--- src/rtl/timer_counter_core_if.sv ---
// Control/status bundle between the timer register file and the count engine.
// The register file side uses the master modport. The count engine uses the slave modport.
interface timer_counter_core_if #(
    parameter int WIDTH = 8,
    parameter int PSC_W = 4
);
    logic             load;
    logic             en;
    logic             updown;
    logic             tick;
    logic             auto_reload;
    logic [PSC_W-1:0] psc_div;
    logic [WIDTH-1:0] tdr;
    logic [WIDTH-1:0] cmp;
    logic [WIDTH-1:0] cnt;
    logic [WIDTH-1:0] last_cnt;
    logic             ovf;
    logic             udf;
    logic             cmp_match;

    modport master (
        output load, en, updown, tick, auto_reload, psc_div, tdr, cmp,
        input  cnt, last_cnt, ovf, udf, cmp_match
    );

    modport slave (
        input  load, en, updown, tick, auto_reload, psc_div, tdr, cmp,
        output cnt, last_cnt, ovf, udf, cmp_match
    );
endinterface

--- src/rtl/timer_counter_core.sv ---
// Parametrised timer count engine with a prescaler and wrap or auto-reload at the limits.
// It produces registered overflow, underflow and compare-match pulses.
module timer_counter_core #(
    parameter int WIDTH = 8,
    parameter int PSC_W = 4
) (
    input logic                 pclk,
    input logic                 preset_n,
    timer_counter_core_if.slave bus
);
    localparam logic [WIDTH-1:0] MAX = '1;

    logic [WIDTH-1:0] cnt_q;
    logic [WIDTH-1:0] last_q;
    logic [PSC_W-1:0] psc_q;
    logic             ovf_q;
    logic             udf_q;
    logic             cmp_q;

    logic [WIDTH-1:0] step_val;
    logic             at_limit;
    logic             psc_hit;

    // NOTE: every combinational output gets a default first so no path can infer a latch.
    always_comb begin
        at_limit = bus.updown ? (cnt_q == '0) : (cnt_q == MAX);
        step_val = bus.updown ? cnt_q - WIDTH'(1) : cnt_q + WIDTH'(1);
        if (at_limit) begin
            step_val = bus.auto_reload ? bus.tdr : (bus.updown ? MAX : '0);
        end
        psc_hit = (psc_q == bus.psc_div);
    end

    // NOTE: sequential state uses non-blocking assignments, so every register samples pre-edge values.
    always_ff @(posedge pclk or negedge preset_n) begin
        if (!preset_n) begin
            cnt_q  <= '0;
            last_q <= '0;
            psc_q  <= '0;
            ovf_q  <= 1'b0;
            udf_q  <= 1'b0;
            cmp_q  <= 1'b0;
        end else begin
            last_q <= cnt_q;
            ovf_q  <= 1'b0;
            udf_q  <= 1'b0;
            cmp_q  <= 1'b0;
            if (bus.load) begin
                cnt_q <= bus.tdr;
                psc_q <= '0;
            end else if (!bus.en) begin
                psc_q <= '0;
            end else if (bus.tick) begin
                if (psc_hit) begin
                    psc_q <= '0;
                    cnt_q <= step_val;
                    ovf_q <= at_limit & ~bus.updown;
                    udf_q <= at_limit & bus.updown;
                    cmp_q <= (step_val == bus.cmp);
                end else begin
                    // The prescaler wraps modulo 2^PSC_W when psc_div was lowered below psc_cnt.
                    psc_q <= psc_q + PSC_W'(1);
                end
            end
        end
    end

    assign bus.cnt       = cnt_q;
    assign bus.last_cnt  = last_q;
    assign bus.ovf       = ovf_q;
    assign bus.udf       = udf_q;
    assign bus.cmp_match = cmp_q;
endmodule

--- src/flat_wrapper.sv ---
// flat-port wrapper written by rule: the top's interface ports become plain ports
module timer_counter_core_flat 
#(
    parameter int WIDTH = 8,
    parameter int PSC_W = 4
)
  (pclk, preset_n, bus_load, bus_en, bus_updown, bus_tick, bus_auto_reload, bus_psc_div, bus_tdr, bus_cmp, bus_cnt, bus_last_cnt, bus_ovf, bus_udf, bus_cmp_match);
  timer_counter_core_if #(.WIDTH(WIDTH), .PSC_W(PSC_W)) bus_i ();
  input logic pclk;
  input logic preset_n;
  input wire logic [$bits(bus_i.load)-1:0] bus_load;
  input wire logic [$bits(bus_i.en)-1:0] bus_en;
  input wire logic [$bits(bus_i.updown)-1:0] bus_updown;
  input wire logic [$bits(bus_i.tick)-1:0] bus_tick;
  input wire logic [$bits(bus_i.auto_reload)-1:0] bus_auto_reload;
  input wire logic [$bits(bus_i.psc_div)-1:0] bus_psc_div;
  input wire logic [$bits(bus_i.tdr)-1:0] bus_tdr;
  input wire logic [$bits(bus_i.cmp)-1:0] bus_cmp;
  output wire logic [$bits(bus_i.cnt)-1:0] bus_cnt;
  output wire logic [$bits(bus_i.last_cnt)-1:0] bus_last_cnt;
  output wire logic [$bits(bus_i.ovf)-1:0] bus_ovf;
  output wire logic [$bits(bus_i.udf)-1:0] bus_udf;
  output wire logic [$bits(bus_i.cmp_match)-1:0] bus_cmp_match;
  assign bus_i.load = bus_load;
  assign bus_i.en = bus_en;
  assign bus_i.updown = bus_updown;
  assign bus_i.tick = bus_tick;
  assign bus_i.auto_reload = bus_auto_reload;
  assign bus_i.psc_div = bus_psc_div;
  assign bus_i.tdr = bus_tdr;
  assign bus_i.cmp = bus_cmp;
  assign bus_cnt = bus_i.cnt;
  assign bus_last_cnt = bus_i.last_cnt;
  assign bus_ovf = bus_i.ovf;
  assign bus_udf = bus_i.udf;
  assign bus_cmp_match = bus_i.cmp_match;
  timer_counter_core #(.WIDTH(WIDTH), .PSC_W(PSC_W)) u_core (.pclk(pclk), .preset_n(preset_n), .bus(bus_i));
endmodule
--- config.mk ---
export PLATFORM = sky130hd
export DESIGN_NAME = timer_counter_core_flat
export DESIGN_NICKNAME = d
export VERILOG_FILES = /design/src/rtl/timer_counter_core_if.sv /design/src/rtl/timer_counter_core.sv /design/src/flat_wrapper.sv
export SDC_FILE = /design/constraint.sdc
export NUM_CORES = 1
export LEC_CHECK = 0
export BUFFER_PORTS_ARGS = -buffer_cell sky130_fd_sc_hd__buf_2
export CAP_MARGIN = 5
export CORE_ASPECT_RATIO = 0.75
export CORE_MARGIN = 10
export CORE_UTILIZATION = 53
export CTS_CLUSTER_SIZE = 20
export DETAILED_ROUTE_END_ITERATION = 6
export PLACE_DENSITY = 0.8
export SLEW_MARGIN = 20
export SYNTH_ARGS = -nofsm -noshare
export SYNTH_HDL_FRONTEND = slang
export SYNTH_SLANG_ARGS = --single-unit
--- constraint.sdc ---
create_clock -name pclk -period 2.5 [get_ports pclk]
set_input_delay 0.25 -clock pclk [delete_from_list [all_inputs] [get_ports pclk]]
set_output_delay 0.25 -clock pclk [all_outputs]
set_load 0.005 [all_outputs]
# Word level (Yosys, flattened, before mapping)
# Index checks and enable logic that the tools add are counted.
# totals
register_bits	23
in_bits	27
out_inout_bits	19
wordCells	46
# classes
addsub	3
eq_ne	4
mux	25
n_bitwise	3
n_reduce_logical	5
# ops
cell	n
8-bit two-way mux	8
4-bit two-way mux	4
1-bit two-way mux	13
8-bit by 1-bit adder with 8-bit output (second input constant)	1
8-bit equality test	1
8-bit equality test (second input constant)	1
8-bit logical NOT	1
8-bit by 1-bit subtractor with 8-bit output (second input constant)	1
2-bit nonzero test	3
4-bit by 1-bit adder with 4-bit output (second input constant)	1
4-bit equality test	1
3-bit by 2-bit inequality test with 1-bit output (second input constant)	1
3-bit AND reduction	1
1-bit bitwise AND	2
1-bit inverter	1

# Logic depth before layout (Yosys ltp)
# logic_depth
word_depth	8
depth_mapped	7
ltp_nobuf	7

# Worst setup path after synthesis
# No wires, ideal clock.
# synth_timing
kind	register to register
start	register u_core.cnt_q[5] (netlist: u_core.bus.cnt[5])
end	register u_core.cmp_q (netlist: u_core.bus.cmp_match)
setup_time_ns	0.101
arrival_ns	2.215
required_time_ns	2.399
path_slack_ns	0.184
stages_incl_launch_ff	7
n_path_buf	0
synth_period_minus_slack_ns	2.316
cell_sequence	dfrtp_1 -> or4_4 -> nor3_4 -> nor3_2 -> or3_1 -> a2111o_1 -> nor4_1
# synth_via
elab_chain_cells	8
elab_cells_between_ends	12
cone_classes	add/sub (2); eq/ne (2); mux (7); reduce/logical (1)
# synth_lines
item	line_no	source
start, declared	timer_counter_core.sv:13	logic [WIDTH-1:0] cnt_q;
start signal, assigned	timer_counter_core.sv:49	cnt_q <= bus.tdr;
start signal, assigned	timer_counter_core.sv:56	cnt_q <= step_val;
8-bit by 1-bit adder with 8-bit output (tied with other cells)	timer_counter_core.sv:27	step_val = bus.updown ? cnt_q - WIDTH'(1) : cnt_q + WIDTH'(1);
8-bit two-way mux / 1-bit two-way mux (equally long branches)	timer_counter_core.sv:27, timer_counter_core.sv:26	
8-bit two-way mux *	timer_counter_core.sv:28	if (at_limit) begin
8-bit equality test *	timer_counter_core.sv:59	cmp_q <= (step_val == bus.cmp);
1-bit two-way mux *	timer_counter_core.sv:54	if (psc_hit) begin
1-bit two-way mux *	timer_counter_core.sv:53	end else if (bus.tick) begin
1-bit two-way mux *	timer_counter_core.sv:51	end else if (!bus.en) begin
1-bit two-way mux *	timer_counter_core.sv:48	if (bus.load) begin
end signal, assigned	timer_counter_core.sv:59	
end, declared	timer_counter_core.sv:18	logic cmp_q;
# Mark *: on every way between the ends. The rest lies on a longest branch, timed or not.
# A chain may end at the register's enable or synchronous reset.

# Worst setup path after layout
# layout_timing
start	register u_core.cnt_q[1] (netlist: u_core.bus.cnt[1])
end	register u_core.cmp_q (netlist: u_core.bus.cmp_match)
# Same word-level chain as after synthesis.

==> results.md <==
* Status: finished clean
* Hpwl dp at 4049 µm
* DR vias at approximately 1800
* CTS sink count at 23
* CP Launch Type: register
* Max Clk Rate at a little over 400 MHz
* I/O Buffers at between 40 and 50
* Pwr Total at 1.041 mW
* Worst slew pin tran at ~550 ps
* Post-Syn Instances at between 150 and 200
* Per-cell routed wire length at roughly 18 µm
* Clk slew on worst S/H paths at 90 ps
* TritonCTS clock tree: built
* Primary FF master, synth: dfrtp_1
* Yosys reg bits at 23
* Drt via density at about 6.3
* Min-delay worst type: primary input to register
* Setup CP Type: register to register
* Root buffer cell: clkbuf_8
* Die Area at roughly 6000 µm²
* Layout cell share with drive strength beyond 1 at ~33%
* Critical Path Max Stage Delay at ~600 ps
* Largest family of logic cells by synthesized area: compound AO/OA/AOI/OAI gates
* Worst Clk Skew at 5.059 ps
* Gr ovfl total at 0
* Post-route ant nets at 0
* CP Capture Type: register
* Vias in the first global route at 1718
* Buf+Inv Stages, Crit Path at 0
* Final worst slack at ~54 ps
* Cells along the critical path: or4b_4, nor3_4, nor3_2, or3_1, a2111o_1, nor4_2
* Simple-Gate Fraction of Synth Area at between 20% and 30%
* CP delay by family, top: simple AND/OR/NAND/NOR gates
* Slowest cell on the critical path: or4b_4
* Post-place setup slack at between 20 and 25 ps
* Syn_nets at 221
* First-pass GRT wire length at about 8400 µm
* Antenna violations before repair at 0
* Ant diodes at 0
* Synth-to-layout area growth at 23.14%
* Post-layout min period at about 2400 ps
* Max Buffers Root-to-Sink at 2
* Final Cycle Share at between 90% and 100%
* Placer congestion estimate at about 0.89
* Synth Area in Adders at under 10%
* Worst VDD drop at a little under 300 µV
* Die W at between 80 and 90 µm
* Syn avg cell area at between 9 and 10 µm²
* Setup_tns at 0 ps
* Boundary Pins at 46
* Gr usage total at approximately 16%
* Fin. Hold Viols at 0
* Starting Density at between 50% and 60%
* XOR/XNOR Fraction of Synth Area at around 8.5%
* Post-synthesis cell area at 1747 µm²
* Core area at 3042 µm²
* Fillcell total at roughly 240
* Router iterations before antenna repair at 5
* Row cnt at 17
* Seq/Total Area, Yosys at between 30% and 40%
* Fin nets at approximately 280
* Slew headroom at between 60% and 70%
* Final Slew Violations at 0
* H-tree Lvls at 1
* Clk_lat worst skew at ~270 ps
* RSZ-0062 raised after global routing: yes
* Max Cap Violations at 0
* Post-synth ARST share at between 90% and 100%
* Mux share of post-synthesis cell area at 2.507%
* CP arrival at 2610 ps
* Drt total wl at a little over 5000 µm
* Die height at between 60 and 70 µm
* # DRC at 0
* Synth unique cells at between 50 and 60
* Total CTS buffers at 3
* LEAKAGE at slightly below 1 nW
* Final setup fails at 0
* CP required at 2670 ps
* Initial DRC count at approximately 170
* YS warnings at 0
* Pwr dens at a little under 500 nW/µm²
* Number of flops mapped to enable cells by yosys at 0
* Compound-gate portion of the synthesized area at between 20% and 30%
* Crit-path max FO at 5
* Largest net degree at the start of global routing at 24
path summary, 6_finish.rpt:
kind	slack (ps)	to	startpoint	cells past startpoint
worst min register to register	540	u_core.bus.last_cnt[6]$_DFF_PN0_	u_core.bus.cnt[6]$_DFFE_PN0P_	1
worst max register to register	50	u_core.bus.cmp_match$_DFF_PN0_	u_core.bus.cnt[1]$_DFFE_PN0P_	6
max in group asynchronous	1670	u_core.bus.cnt[1]$_DFFE_PN0P_	preset_n	2
worst max-delay path	50	u_core.bus.cmp_match$_DFF_PN0_	u_core.bus.cnt[1]$_DFFE_PN0P_	6
worst min-delay path	210	u_core.bus.cnt[2]$_DFFE_PN0P_	bus_tdr[2]	3
min in group asynchronous	480	u_core.bus.cmp_match$_DFF_PN0_	preset_n	2
sequential cells by signal, summed over array words and instances (netlist names):
signal / cells
u_core.bus.udf: 1
u_core.bus.ovf: 1
u_core.bus.cmp_match: 1
u_core.bus.last_cnt: 8
u_core.psc_q: 4
u_core.bus.cnt: 8
through the flow:
step / area (µm²) / hold WS (ps) / cells / utilization (%)
after floorplan: 1747 / -45.59 / 186 / -
after global placement: 2073 / 248.4 / 276 / 68.16
after detailed placement: 2073 / 254.4 / 276 / 68.16
after CTS: 2136 / 212.1 / 281 / 70.22
after global routing: 2151 / 230.2 / 281 / 70.71
final: 2151 / 214.9 / 281 / 70.71
cell usage in the layout, fill, tap and decap left out, types with 3 or more instances in the layout:
cell type and n:
nor3_1 8, o21ai_0 8, nand3_1 6, o211ai_1 4, xor2_1 9, buf_4 14, clkbuf_8 3, o21a_1 3
mux2_2 3, o21bai_1 3, xnor2_1 8, dfrtp_1 23, inv_1 7, a31oi_1 6, nor2_1 5, a211oi_1 3
nand2_1 10, o31ai_1 3, ha_1 7, o2111a_1 3, buf_2 45, nor2b_1 3, a21oi_1 16, nor3b_1 3
synthesized netlist by cell type, types with 2 or more instances:
cell / instances / area share [%]
a2111oi_0: 2 / 1.0
a211oi_1: 3 / 1.3
a21oi_1: 17 / 4.9
a22o_1: 2 / 1.0
a311oi_1: 2 / 1.0
a31oi_1: 6 / 2.1
clkbuf_1: 3 / 0.64
clkbuf_8: 2 / 1.6
dfrtp_1: 23 / 33
ha_1: 7 / 5.0
inv_1: 7 / 1.5
mux2_2: 3 / 1.9
nand2_1: 10 / 2.1
nand3_1: 6 / 1.7
nand3b_1: 2 / 0.86
nor2_1: 5 / 1.1
nor2b_1: 3 / 1.1
nor3_1: 8 / 2.3
nor3b_1: 3 / 1.3
nor4_1: 3 / 1.1
o2111a_1: 3 / 1.9
o2111ai_1: 2 / 1.0
o211ai_1: 4 / 1.7
o21a_1: 3 / 1.3
o21ai_0: 9 / 2.6
o21bai_1: 3 / 1.3
o31ai_1: 3 / 1.3
or3_1: 3 / 1.1
xnor2_1: 8 / 4.0
xor2_1: 9 / 4.5
power breakdown:
group / leakage (nW) / switching [mW] / total (mW) / internal (mW)
registers: 0.285 / 0.0160 / 0.413 / 0.397
logic: 0.660 / 0.214 / 0.392 / 0.178
clock network: 0.0255 / 0.125 / 0.236 / 0.111
total: 0.970 / 0.355 / 1.04 / 0.686
final cells by class:
class | count | area (µm²) | area share (%)
flip-flops and latches | 23 | 575.6 | 26.76
repair buffers | 60 | 340.3 | 15.82
multi-input cells | 149 | 1115 | 51.83
clock buffers | 3 | 41.29 | 1.920
clock inverters | 1 | 5.005 | 0.2327
inverters | 7 | 26.28 | 1.222
well taps | 38 | 47.55 | 2.211
worst min-delay path, stage by stage:
cell and delay (ps):
buf_2 90, nand2_1 50, o21ai_0 60
cells by family (layout without fill, tap and decap cells):
logic type / Yosys count / in the layout
AO/OA/AOI/OAI: 63 / 63
XOR/XNOR: 17 / 17
adder cells (fa/ha/maj): 8 / 8
buffers and inverters: 14 / 71
flip-flops: 23 / 23
multiplexers: 4 / 4
AND/OR/NAND/NOR: 57 / 57
layer usage:
layer	global-route usage (%)	share of wire [%]	vias to the layer above
li1	-	-	820
met1	23.14	45	849
met2	24.24	43	105
met3	4.450	10	10
met4	3.387	1.3	0
met5	0	0	-
repair_timing:
action | in CTS | in global routing
cloned | 0 | 0
hold buffers | 1 | 0
endpoints found under the hold margin | 23 | 0
gates resized for setup | 1 | 4
pin swaps | 0 | 3
setup buffers | 0 | 0
endpoints found under the setup margin | 1 | 2
Power figures use the tool's default switching activity.
